`config.mk`:
```
export PLATFORM = sky130hd
export DESIGN_NAME = pe_csa_acc_resolve
export DESIGN_NICKNAME = d
export VERILOG_FILES = /design/src/rtl/pe_csa_acc_resolve.sv
export SDC_FILE = /design/constraint.sdc
export NUM_CORES = 1
export LEC_CHECK = 0
export CORE_UTILIZATION = 44
export CTS_BUF_LIST = sky130_fd_sc_hd__clkbuf_2 sky130_fd_sc_hd__clkbuf_4 sky130_fd_sc_hd__clkbuf_8
export CTS_CLUSTER_DIAMETER = 40
export DETAILED_ROUTE_END_ITERATION = 6
export PLACE_DENSITY = 0.77
export SLEW_MARGIN = 20
export SYNTH_ARGS = -nofsm -noshare
export SYNTH_HDL_FRONTEND = slang
export SYNTH_SLANG_ARGS = --single-unit
```
`constraint.sdc`:
```
create_clock -name clk -period 5.8 [get_ports clk]
set_input_delay 0.87 -clock clk [delete_from_list [all_inputs] [get_ports clk]]
set_output_delay 0.87 -clock clk [all_outputs]
set_load 0.05 [all_outputs]
```
`src/rtl/pe_csa_acc_resolve.sv`:
```
// pe_csa_acc_resolve: carry-save group accumulator with a segmented multi-cycle carry-propagate resolve
module pe_csa_acc_resolve #(
  parameter int WIDTH = 109,
  parameter int SEG   = 28,
  parameter int CNT_W = 8
) (
  input  logic             clk,
  input  logic             rst,
  input  logic             in_valid,
  output logic             in_ready,
  input  logic [WIDTH-1:0] in_sum,
  input  logic [WIDTH-1:0] in_carry,
  input  logic             in_last,
  output logic             out_valid,
  input  logic             out_ready,
  output logic [WIDTH-1:0] out_data,
  output logic [CNT_W-1:0] out_cnt,
  output logic             busy
);
  localparam int NSEG  = (WIDTH + SEG - 1) / SEG;
  localparam int LAST  = WIDTH - (NSEG - 1) * SEG;
  localparam int SEG_W = NSEG > 1 ? $clog2(NSEG) : 1;
  typedef enum logic [1:0] {ACC, RESOLVE, OUTPUT} state_t;
  state_t           r_state;
  logic [WIDTH-1:0] r_acc_s, r_acc_c, r_res;
  logic [CNT_W-1:0] r_cnt;
  logic [SEG_W-1:0] r_seg;
  logic             r_cin, r_in_ready, r_out_valid, r_busy;
  logic [WIDTH-1:0] w_s1, w_c1, w_s2, w_c2;
  logic [SEG:0]     w_sum;
  logic             w_seg_last;
  // 4:2 compression as two 3:2 layers; the adder only ever sees the low segment because the accumulator shifts down while resolving
  always_comb begin
    w_s1       = r_acc_s ^ r_acc_c ^ in_sum;
    w_c1       = ((r_acc_s & r_acc_c) | (r_acc_s & in_sum) | (r_acc_c & in_sum)) << 1;
    w_s2       = w_s1 ^ w_c1 ^ in_carry;
    w_c2       = ((w_s1 & w_c1) | (w_s1 & in_carry) | (w_c1 & in_carry)) << 1;
    w_sum      = {1'b0, r_acc_s[SEG-1:0]} + {1'b0, r_acc_c[SEG-1:0]} + {{SEG{1'b0}}, r_cin};
    w_seg_last = r_seg == SEG_W'(NSEG - 1);
  end
  // group FSM: segments enter the result from the top; the final partial segment shifts by LAST so everything lands aligned
  always_ff @(posedge clk) begin
    if (rst) begin
      r_state     <= ACC;
      r_acc_s     <= '0;
      r_acc_c     <= '0;
      r_res       <= '0;
      r_cnt       <= '0;
      r_seg       <= '0;
      r_cin       <= 1'b0;
      r_in_ready  <= 1'b1;
      r_out_valid <= 1'b0;
      r_busy      <= 1'b0;
    end else begin
      case (r_state)
        ACC: if (in_valid) begin
          r_acc_s <= w_s2;
          r_acc_c <= w_c2;
          r_cnt   <= r_cnt + {{(CNT_W-1){1'b0}}, ~&r_cnt};
          if (in_last) begin
            r_state    <= RESOLVE;
            r_seg      <= '0;
            r_cin      <= 1'b0;
            r_in_ready <= 1'b0;
            r_busy     <= 1'b1;
          end
        end
        RESOLVE: begin
          r_acc_s <= r_acc_s >> SEG;
          r_acc_c <= r_acc_c >> SEG;
          r_cin   <= w_sum[SEG];
          r_seg   <= r_seg + 1'b1;
          r_res   <= w_seg_last ? {w_sum[LAST-1:0], r_res[WIDTH-1:LAST]} : {w_sum[SEG-1:0], r_res[WIDTH-1:SEG]};
          if (w_seg_last) begin
            r_state     <= OUTPUT;
            r_out_valid <= 1'b1;
          end
        end
        OUTPUT: if (out_ready) begin
          r_acc_s     <= '0;
          r_acc_c     <= '0;
          r_cnt       <= '0;
          r_state     <= ACC;
          r_out_valid <= 1'b0;
          r_busy      <= 1'b0;
          r_in_ready  <= 1'b1;
        end
        default: r_state <= ACC;
      endcase
    end
  end
  assign in_ready  = r_in_ready;
  assign out_valid = r_out_valid;
  assign busy      = r_busy;
  assign out_data  = r_res;
  assign out_cnt   = r_cnt;
endmodule

```
==> run summary <==
status: complete, but fails checks
violated checks: design-rule violations
post-synthesis compound-gate area fraction: 0.156
Main synth FF type: dfxtp_1
#FFs+latches synth: 343
clk root buf: clkbuf_8
Max VDD drop: 0.183 mV
Clock Tree Buf Depth: 3
min Tclk post-route: 3290 ps
setup TNS: 0 ps
postcts setup bufs: 0
DP Wirelength: 44200 um
Crit path arrival time: 3740 ps
layout cells sized above 1: 0.0632
Sw Pwr: 4.46 mW
main combinational cell family by area after synthesis: adder cells
TritonCTS clock tree: yes
slowest CP cell: nand2b_4
Tot GR Track Use: 0.251
Max Clock Skew: 32.4 ps
FP Rows: 79
crit start category: flop
Post-Syn Area: 21000 um^2
Net Sw Frac: 0.400
# clock sinks: 343
Starting Density: 0.449
die width: 220 um
DP Cell Count: 2954
critical path endpoint category: flop
Synth Area in XOR/XNOR: 0.0138
Leakage Power: 9.66 nW
CP max FO: 81
Simple-Gate Fraction of Synth Area: 0.190
antenna viol nets, final: 0
final wirelength: 61400 um
Iter 0 DRT Violations: 1407
clock-pin slew on the worst setup and hold paths: 60 ps
Max-slew headroom: 0.250
Mapped Cells: 2180
Post-synth top cells: dfxtp_1 (343), nor2_1 (301), fa_1 (217)
chip height: 220 um
multiplexer share of the synthesized area: 0.0463
ranking of synthesized cells by area: dfxtp_1 (33%), fa_1 (21%), a311oi_1 (7.1%)
count of flip-flops with a built-in enable after synthesis: 0
library cells used by synthesis: 61
Internal Pwr Total: 6.71 mW
clock power share: 0.251
GPL Wtd Cong: 0.892
RSZ-0062 raised after global routing: false
delay-heaviest family, CP: simple AND/OR/NAND/NOR gates
HP Class: reg2reg
Final Max Tran Viols: 0
Area Growth Syn to Fin: 25.0%
top-count cell post-synth: dfxtp_1
via-per-instance ratio: 5.69
Worst EP required: 6240 ps
syn_area_per_cell: 9.62 um^2
Top Ports: 343
die area: 48500 um^2
Net Count, Synth: 2655
Crit Path Category: reg2reg
Layout Cells excl Fill: 3091
Max Cap Viol: 0
PwrDens: 426 nW/um^2
IO buf count: 342
Fillers: 4044
fin nets: 2894
DRT Pass-1 Iters: 7
largest net degree at the start of global routing: 258
Yosys top cell by area: dfxtp_1
hold bufs inserted after CTS: 0
number of buffers created by CTS: 70
CORE AREA: 46800 um^2
Logic pwr share: 0.432
yosys warns: 0
Peak Freq: 304 MHz
initial antenna violation count: 23
Skew-Pair Late Insertion Delay: 620 ps
fin crit share: 0.568
WL/cell: 19.9 um
register area share after synthesis: 0.327
post-synthesis adder-cell area fraction: 0.228
drc violations: 56
critical-path cell list: inv_1 -> ha_1 -> nor2b_1 -> a21oi_1 -> nand2b_4 -> buf_4 -> a311oi_1 -> nor3_1
Worst Path Buf+Inv: 2
Worst-Margin Slew: 1130 ps
first-pass GRT wire length: 95700 um
share of the synthesized area in the top cell type: 0.327
Final setup viols: 0
Crit path largest cell delay: 600 ps
asr flop ratio synth: 0
PostCTS Resize Cnt: 0
number of global-route vias before repair: 17.7k
GR Overflow Total: 0
DR vias: 17.6k
Flop pwr share: 0.317
Hold Vio Cnt, Final: 0
CTS H-tree depth: 3
-- metal layers --
metal	wire [um]	vias to the layer above	track usage
li1	-	8280	-
met1	25400	8553	0.321
met2	29300	611	0.415
met3	4760	126	0.0575
met4	1850	20	0.0913
met5	130	-	0
-- metrics by stage --
step           area (um^2)   util  hold WS, ps  setup WS, ps  power (mW)
2_1_floorplan        21000      -          458          3320        6.89
3_3_place_gp         24600  0.527          453          2210        8.16
3_5_place_dp         24600  0.527          479          2160        8.37
4_1_cts              26200  0.560          486          2580        11.2
5_1_grt              26200  0.560          501          2340        12.0
6_report             26200  0.561          477          2510        11.2
-- worst paths after layout --
path              start           to  slack [ps]  cells past startpoint
max          r_state[0]  r_acc_s[35]        2510                      8
min            in_ready     in_ready         480                      2
max reg2reg  r_state[0]  r_acc_s[35]        2510                      8
min reg2reg    in_ready     in_ready         480                      2
-- worst reg2reg max path, cell delays in order, from the launching register on --
cell	delay, ps
dfxtp_1	430
inv_1	130
ha_1	290
nor2b_1	190
a21oi_1	490
nand2b_4	600
buf_4	590
a311oi_1	350
nor3_1	90
-- area by class of cell --
class / count / area (um^2) / area share
antenna: 16 / 40.0 / 0.00153
sequential: 343 / 6870 / 0.262
clock inverter: 16 / 245 / 0.00935
timing repair buffer: 357 / 3590 / 0.137
clock buffer: 105 / 1310 / 0.0499
tap: 607 / 759 / 0.0290
multi-input combinational: 1629 / 13300 / 0.509
inverter: 18 / 67.6 / 0.00258
-- layout by cell type (no fill, tap or decap), drive strengths merged, types with 5 or more instances in the layout --
master and n:
a211oi 99, a21o 20, a21oi 92, a311oi 170
a31oi 7, and3 8, buf 16, bufinv 6
clkbuf 105, clkdlybuf4s50 341, clkinv 5, dfxtp 343
diode 16, fa 217, ha 35, inv 20
mux2i 97, nand2 96, nand3 6, nand3b 54
nor2 301, nor2b 163, nor3 170, o211ai 8
o21ai 12, xnor2 20, xor2 13
-- logic make-up after synthesis --
family,count (synthesis)
XOR/XNOR,33
buffers and inverters,208
adder cells (fa/ha/maj),252
flip-flops,343
AND/OR/NAND/NOR,816
AO/OA/AOI/OAI,431
multiplexers,97
-- sequential cells by signal, summed over array words and instances (netlist names) --
name       count
out_data     109
r_acc_c      109
r_acc_s      109
out_cnt        8
r_seg          2
r_state        2
busy           1
in_ready       1
out_valid      1
r_cin          1
-- power by group through the flow --
stage,sequential (mW),combinational [mW],clock (mW)
after detailed placement,3.59,4.79,0
after floorplan,3.86,3.03,0
final,3.54,4.83,2.80
after CTS,3.54,4.85,2.85
after global placement,3.56,4.60,0
after global routing,3.62,5.41,2.96
No activity file was read; power rests on OpenSTA's default activity.
